<file path="src/rtl/div_req_arbiter.sv">
// Round-robin share of one sequential divider; requests accepted only in IDLE, divide-by-zero answered directly.
// Response valid T+D_WIDTH+3 after accept (T+1 for /0); response held stable until i_rsp_ready.
module div_req_arbiter #(
    parameter int D_WIDTH = 4,
    parameter int N_REQ   = 4,
    localparam int ID_W   = (N_REQ > 1) ? $clog2(N_REQ) : 1
) (
    input  logic                       i_clk,
    input  logic                       i_rst,
    input  logic [N_REQ-1:0]           i_req_valid,
    output logic [N_REQ-1:0]           o_req_ready,
    input  logic [N_REQ*D_WIDTH-1:0]   i_req_dividend,
    input  logic [N_REQ*D_WIDTH-1:0]   i_req_divisor,
    output logic                       o_div_start,
    output logic [D_WIDTH-1:0]         o_div_dividend,
    output logic [D_WIDTH-1:0]         o_div_divisor,
    input  logic                       i_div_done,
    input  logic [D_WIDTH-1:0]         i_div_quotient,
    input  logic [D_WIDTH-1:0]         i_div_remainder,
    output logic                       o_rsp_valid,
    input  logic                       i_rsp_ready,
    output logic [ID_W-1:0]            o_rsp_id,
    output logic [D_WIDTH-1:0]         o_rsp_quotient,
    output logic [D_WIDTH-1:0]         o_rsp_remainder,
    output logic                       o_rsp_dbz,
    output logic                       o_busy
);

    localparam logic [1:0] S_IDLE  = 2'd0;
    localparam logic [1:0] S_START = 2'd1;
    localparam logic [1:0] S_WAIT  = 2'd2;
    localparam logic [1:0] S_RESP  = 2'd3;

    logic [1:0]         r_state;
    logic [ID_W-1:0]    r_last;
    logic [ID_W-1:0]    r_id;
    logic [D_WIDTH-1:0] r_dvd;
    logic [D_WIDTH-1:0] r_dvs;
    logic [D_WIDTH-1:0] r_q;
    logic [D_WIDTH-1:0] r_r;
    logic               r_dbz;

    logic               w_grant_vld;
    logic [ID_W-1:0]    w_grant_idx;
    logic [ID_W-1:0]    w_k;
    logic [D_WIDTH-1:0] w_sel_dvd;
    logic [D_WIDTH-1:0] w_sel_dvs;

    // First valid requester searching upward from the one after the last grant.
    always_comb begin
        w_grant_vld = 1'b0;
        w_grant_idx = '0;
        w_k         = '0;
        for (int i = 1; i <= N_REQ; i++) begin
            w_k = ID_W'((int'(r_last) + i) % N_REQ);
            if (!w_grant_vld && i_req_valid[w_k]) begin
                w_grant_vld = 1'b1;
                w_grant_idx = w_k;
            end
        end
    end

    assign w_sel_dvd = i_req_dividend[w_grant_idx*D_WIDTH +: D_WIDTH];
    assign w_sel_dvs = i_req_divisor[w_grant_idx*D_WIDTH +: D_WIDTH];

    always_comb begin
        o_req_ready = '0;
        if (r_state == S_IDLE && !i_rst && w_grant_vld) begin
            o_req_ready[w_grant_idx] = 1'b1;
        end
    end

    always_ff @(posedge i_clk) begin
        if (i_rst) begin
            r_state <= S_IDLE;
            r_last  <= ID_W'(N_REQ - 1);
            r_id    <= '0;
            r_dvd   <= '0;
            r_dvs   <= '0;
            r_q     <= '0;
            r_r     <= '0;
            r_dbz   <= 1'b0;
        end else begin
            case (r_state)
                S_IDLE: begin
                    if (w_grant_vld) begin
                        r_last <= w_grant_idx;
                        r_id   <= w_grant_idx;
                        r_dvd  <= w_sel_dvd;
                        r_dvs  <= w_sel_dvs;
                        if (w_sel_dvs == '0) begin
                            r_q     <= '1;
                            r_r     <= w_sel_dvd;
                            r_dbz   <= 1'b1;
                            r_state <= S_RESP;
                        end else begin
                            r_state <= S_START;
                        end
                    end
                end
                S_START: r_state <= S_WAIT;
                S_WAIT: begin
                    // Divider keeps iterating after done, so only the first done cycle is trustworthy.
                    if (i_div_done) begin
                        r_q     <= i_div_quotient;
                        r_r     <= i_div_remainder;
                        r_dbz   <= 1'b0;
                        r_state <= S_RESP;
                    end
                end
                S_RESP: begin
                    if (i_rsp_ready) begin
                        r_state <= S_IDLE;
                    end
                end
                default: r_state <= S_IDLE;
            endcase
        end
    end

    assign o_div_start     = (r_state == S_START);
    assign o_div_dividend  = r_dvd;
    assign o_div_divisor   = r_dvs;
    assign o_rsp_valid     = (r_state == S_RESP);
    assign o_rsp_id        = r_id;
    assign o_rsp_quotient  = r_q;
    assign o_rsp_remainder = r_r;
    assign o_rsp_dbz       = r_dbz;
    assign o_busy          = (r_state != S_IDLE);

endmodule

</file>
<file path="config.mk">
export PLATFORM = sky130hd
export DESIGN_NAME = div_req_arbiter
export DESIGN_NICKNAME = d
export VERILOG_FILES = /design/src/rtl/div_req_arbiter.sv
export SDC_FILE = /design/constraint.sdc
export NUM_CORES = 1
export LEC_CHECK = 0
export ABC_AREA = 1
export CELL_PAD_IN_SITES_DETAIL_PLACEMENT = 0
export CELL_PAD_IN_SITES_GLOBAL_PLACEMENT = 2
export CORE_MARGIN = 4
export CORE_UTILIZATION = 23
export CTS_BUF_LIST = sky130_fd_sc_hd__clkbuf_8
export CTS_CLUSTER_DIAMETER = 120
export DETAILED_ROUTE_END_ITERATION = 8
export PLACE_DENSITY_LB_ADDON = 0.1
export SYNTH_ARGS = -nofsm -noshare
export SYNTH_HDL_FRONTEND = slang
export SYNTH_SLANG_ARGS = --single-unit
</file>
<file path="constraint.sdc">
create_clock -name i_clk -period 6.7 [get_ports i_clk]
set_clock_uncertainty 0.15 [all_clocks]
set_input_delay 1.34 -clock i_clk [delete_from_list [all_inputs] [get_ports i_clk]]
set_output_delay 1.34 -clock i_clk [all_outputs]
set_load 0.005 [all_outputs]
</file>
# Yosys cells after proc, flatten, opt, wreduce, memory -nomap -nowiden
# Index checks and enable logic that the tools add are counted.
[classes] n_addsub=4 magnitude_cmp=6 n_eq_ne=7 n_shift=2 muxes=36 reduce_logical=17
[ops] cell="$shiftx A16 B5 Y4" n=2
[ops] cell="$mux W4" n=7
[ops] cell="$mux W2" n=8
[ops] cell="$pmux W4 S2" n=2
[ops] cell="$lt A2 B3 Y1 const B" n=5
[ops] cell="$mux W1" n=12
[ops] cell="$bmux W1 S2" n=4
[ops] cell="$pmux W2 S4" n=1
[ops] cell="$logic_and A1 B1 Y1" n=6
[ops] cell="$add A2 B1 Y2 const B" n=2
[ops] cell="$add A2 B2 Y2 const B" n=2
[ops] cell="$eq A2 B2 Y1 const B" n=2
[ops] cell="$logic_not A1 Y1" n=4
[ops] cell="$logic_not A4 Y1" n=1
[ops] cell="$ne A2 B1 Y1 const B" n=2
[ops] cell="$ne A2 B2 Y1 const B" n=2
[ops] cell="$reduce_and A4 Y1" n=1
[ops] cell="$reduce_bool A2 Y1" n=2
[ops] cell="$reduce_and A3 Y1" n=1
[ops] cell="$demux W1 S2" n=1
[ops] cell="$eq A2 B1 Y1 const B" n=1
[ops] cell="$ge A2 B1 Y1 const B" n=1
[ops] cell="$logic_not A2 Y1" n=1
[ops] cell="$pmux W1 S2" n=1
[ops] cell="$reduce_and A2 Y1" n=1
[word_totals] reg_bits=23 input_bits=48 out_inout_bits=26 word_cells=80

# Longest topological paths before layout
[logic_depth] word_depth=18 mapped_depth=22 depth_no_buf=21

# Least setup slack after synthesis
# Ideal clock, no wire load.
[synth_path] path_type="input port to output port" startpoint="in i_req_valid[3]" endpoint="out o_req_ready[0]" arrival_ns=2.594 t_required_ns=5.210 setup_slack_ns=2.616 cell_stages=11 path_cell_list="nand2_1 and2_1 nand2_1 nand2_1 nand3_2 buf_2 nand2_1 inv_1 buf_2 nand2_1 nor3_1"
[synth_via] elab_chain_len=17 word_cells_on_any_way=29 classes_between="2 x order compare; 19 x mux; 8 x reduce/logical"
[synth_lines] item="from (decl)" line="10" source="input logic [N_REQ-1:0] i_req_valid,"
[synth_lines] item="$bmux W1 S2" line="56" source="if (!w_grant_vld && i_req_valid[w_k]) begin"
[synth_lines] item="$mux W1 (implied by the code)" line="56"
[synth_lines] item="$mux W1" line="56"
[synth_lines] item="$logic_not A1 Y1" line="56"
[synth_lines] item="$logic_and A1 B1 Y1" line="56"
[synth_lines] item="$mux W1" line="56"
[synth_lines] item="$logic_not A1 Y1" line="56"
[synth_lines] item="$logic_and A1 B1 Y1" line="56"
[synth_lines] item="$mux W1" line="56"
[synth_lines] item="$logic_not A1 Y1" line="56"
[synth_lines] item="$logic_and A1 B1 Y1" line="56"
[synth_lines] item="$mux W2" line="56"
[synth_lines] item="$lt A2 B3 Y1 (implied by the code) / $ge A2 B1 Y1 (equally long branches)" line="69" source="o_req_ready[w_grant_idx] = 1'b1;"
[synth_lines] item="$logic_and A1 B1 Y1 (implied by the code)" line="69"
[synth_lines] item="$mux W1 (implied by the code)" line="69"
[synth_lines] item="$demux W1 S2" line="69"
[synth_lines] item="$mux W4 (*)" line="68" source="if (r_state == S_IDLE && !i_rst && w_grant_vld) begin"
[synth_lines] item="to (decl)" line="11" source="output logic [N_REQ-1:0] o_req_ready,"
# Mark *: on every way between the ends. The rest lies on a longest branch, timed or not. The select of a mux whose other input is x is not followed.

# Worst setup path after layout
[layout_path] startpoint="in i_req_valid[2]" endpoint="out o_req_ready[2]"
# Same word-level chain as after synthesis.

==> impl_metrics.env <==
export IMPL_slowest_stage="clkdlybuf4s50_1"
export IMPL_synth_ff_type="dfxtp_1"
export IMPL_place_inst=433
export IMPL_diodes=0
export IMPL_dieArea_sq_um=8920
export IMPL_finalHoldViolCount=0
export IMPL_path_cells="clkdlybuf4s50_1 -> nand2_1 -> nand2_1 -> nand2_1 -> nand2_2 -> inv_1 -> nand3_2 -> nand2_1 -> inv_1 -> nand2_1 -> nor3_1 -> clkdlybuf4s50_1"
export IMPL_start_util_pct=23.7
export IMPL_antenna_found_initial=0
export IMPL_fill_cells=831
export IMPL_core_area_sq_um=7250
export IMPL_max_stage_delay_ns=0.53
export IMPL_vias_per_cell=4.18
export IMPL_overflow=0
export IMPL_top_level_ports=74
export IMPL_layout_drive_gt1_share_pct=9.76
export IMPL_yosys_register_bits=23
export IMPL_fin_hold_ws_ns=0.338
export IMPL_drc=0
export IMPL_cp_max_fo=12
export IMPL_synth_area_sq_um=1720
export IMPL_die_y_microns=94.4
export IMPL_cts_tree="yes"
export IMPL_worstPathArrival_ns=4.02
export IMPL_period_share_pct=82.2
export IMPL_p_per_area_nw_per_um2=523
export IMPL_drt_wl_total_mm=5.22
export IMPL_cts_buffer_depth=2
export IMPL_post_cts_buffers=0
export IMPL_syn_inst=273
export IMPL_slew_violations=0
export IMPL_cap_violations=0
export IMPL_ys_warn_count=0
export IMPL_clock_tree_root_cell="clkbuf_8"
export IMPL_gp_congestion=0.766
export IMPL_outcome="finished, final reports clean"
export IMPL_synth_nets=326
export IMPL_clock_fmax_ghz=0.182
export IMPL_startpoint_type="input port"
export IMPL_io_buffers=73
export IMPL_relSlewSlack_pct=41.0
export IMPL_drtIter0Drc=43
export IMPL_fin_setup_tns_ns=0
export IMPL_grtUsageTotal_pct=12.0
export IMPL_rsz0062_at_grt="no"
export IMPL_grt_pass1_wl_mm=8.59
export IMPL_die_w_microns=94.4
export IMPL_synth_common_cells="nand2_1, nor2_1, inv_1"
export IMPL_drt_antenna_violating_nets=0
export IMPL_drt_first_pass_iters=4
export IMPL_hold_class="register to register"
export IMPL_yosysSeqAreaShare_pct=26.8
export IMPL_grt_max_degree=20
export IMPL_min_period_ns=5.51
export IMPL_end_kind="primary output"
export IMPL_synth_edff_count=0
export IMPL_synth_area_top_cells="dfxtp_1, nand2_1, nand3_1"
export IMPL_crit_path_frequent_cell="nand2_1"
export IMPL_hpwl_mm=4.18
export IMPL_cts_made_buffers=3
export IMPL_avgSynthCellArea_sq_um=6.29
export IMPL_async_flop_share_pct=0
export IMPL_wire_per_inst_microns=11.9
export IMPL_syn_to_final_growth_pct=47.0
export IMPL_setup_viol=0
export IMPL_worstSetupPathType="input port to primary output"
export IMPL_power_leakage_nw=1.18
export IMPL_fin_cells=437
export IMPL_cts_resized=0
export IMPL_num_rows=31
export IMPL_synth_most_common_cell="nand2_1"
export IMPL_worst_pin_slew_ns=0.881
export IMPL_grt_pass1_vias=1777
export IMPL_crit_required_ns=5.21
export IMPL_clock_latency_ns=0.26
export IMPL_synth_top_area_share_pct=26.8
export IMPL_synth_distinct_cells=30
export IMPL_synth_top_cell_by_area="dfxtp_1"
export IMPL_peakVddDrop_uv=186
export IMPL_clock_sinks=23
export IMPL_cts_max_level=1
export IMPL_nets=392
export IMPL_hold_buffers=0
export IMPL_vias=1827
export IMPL_clkTransAtPathRegs_ns=0.08
[cell type report]
type	instances	area, sq um	area share [%]
clock buffer	3	41.3	1.64
tap	99	124	4.91
multi-input combinational	209	1050	41.5
timing repair buffer	74	738	29.2
clock inverter	1	3.75	0.149
inverter	28	110	4.36
sequential	23	460	18.2
[cell usage in the layout, fill, tap and decap left out, drive strengths merged]
cell           count
nand3             29
a21oi             12
a31oi              1
o22ai              1
nor2              33
clkbuf             3
and2               1
o211ai             2
o21ai             12
mux2i              4
inv               29
nand2            104
buf                1
ha                 5
nor3               5
clkdlybuf4s50     73
dfxtp             23
[critical path, delay by kind of cell]
kind,cells,cell delay [ns]
buffers and inverters,4,1.43
and+or+nand+nor,8,1.24
[logic make-up (layout without fill, tap and decap cells)]
| kind of cell | after synthesis | in the layout | synth area share [%] |
|---|---|---|---|
| fa+ha+maj | 5 | 5 | 3.64 |
| mux | 4 | 4 | 2.33 |
| flops | 23 | 23 | 26.8 |
| simple gates | 172 | 172 | 45.7 |
| buf+inv | 41 | 106 | 12.2 |
| compound gates | 28 | 28 | 9.25 |
[stage by stage]
stage	util [%]	worst slack [ns]	instance area (sq um)	total power [mW]
2_1_floorplan	-	2.62	1720	1.00
3_3_place_gp	34.2	1.18	2480	1.26
3_5_place_dp	34.2	1.16	2480	1.25
4_1_cts	34.8	1.14	2520	1.35
5_1_grt	34.8	0.903	2520	1.48
6_report	34.8	1.19	2520	1.32
[flip-flops by register name, indices dropped and copies added (netlist names)]
| signal | flops |
|---|---|
| o_div_dividend | 4 |
| o_rsp_remainder | 4 |
| o_rsp_quotient | 4 |
| o_rsp_dbz | 1 |
| o_div_divisor | 4 |
| o_rsp_id | 2 |
| r_last | 2 |
| r_state | 2 |
[routing by layer]
layer / vias up / wire length, microns / track usage (%)
li1: 982 / - / -
met1: 783 / 2380 / 15.9
met2: 58 / 2370 / 19.9
met3: 4 / 416 / 2.87
met4: 0 / 46 / 2.17
met5: - / 0 / 0
[where the power goes]
part | switching [mW] | internal, mW
sequential | 0.0398 | 0.192
combinational | 0.624 | 0.378
clock | 0.0452 | 0.0409
[worst paths after layout]
kind                              startpoint                              end  slack (ns)  cells after the start
min reg2reg  o_rsp_remainder[3]$_SDFFE_PP0P_  o_rsp_remainder[3]$_SDFFE_PP0P_        0.34                      2
max reg2reg           r_last[0]$_SDFFE_PP1P_   o_rsp_quotient[0]$_SDFFE_PP0P_        3.85                     16
max                           i_req_valid[2]                   o_req_ready[2]        1.19                     12
min          o_rsp_remainder[3]$_SDFFE_PP0P_  o_rsp_remainder[3]$_SDFFE_PP0P_        0.34                      2
Power figures use the tool's default switching activity.
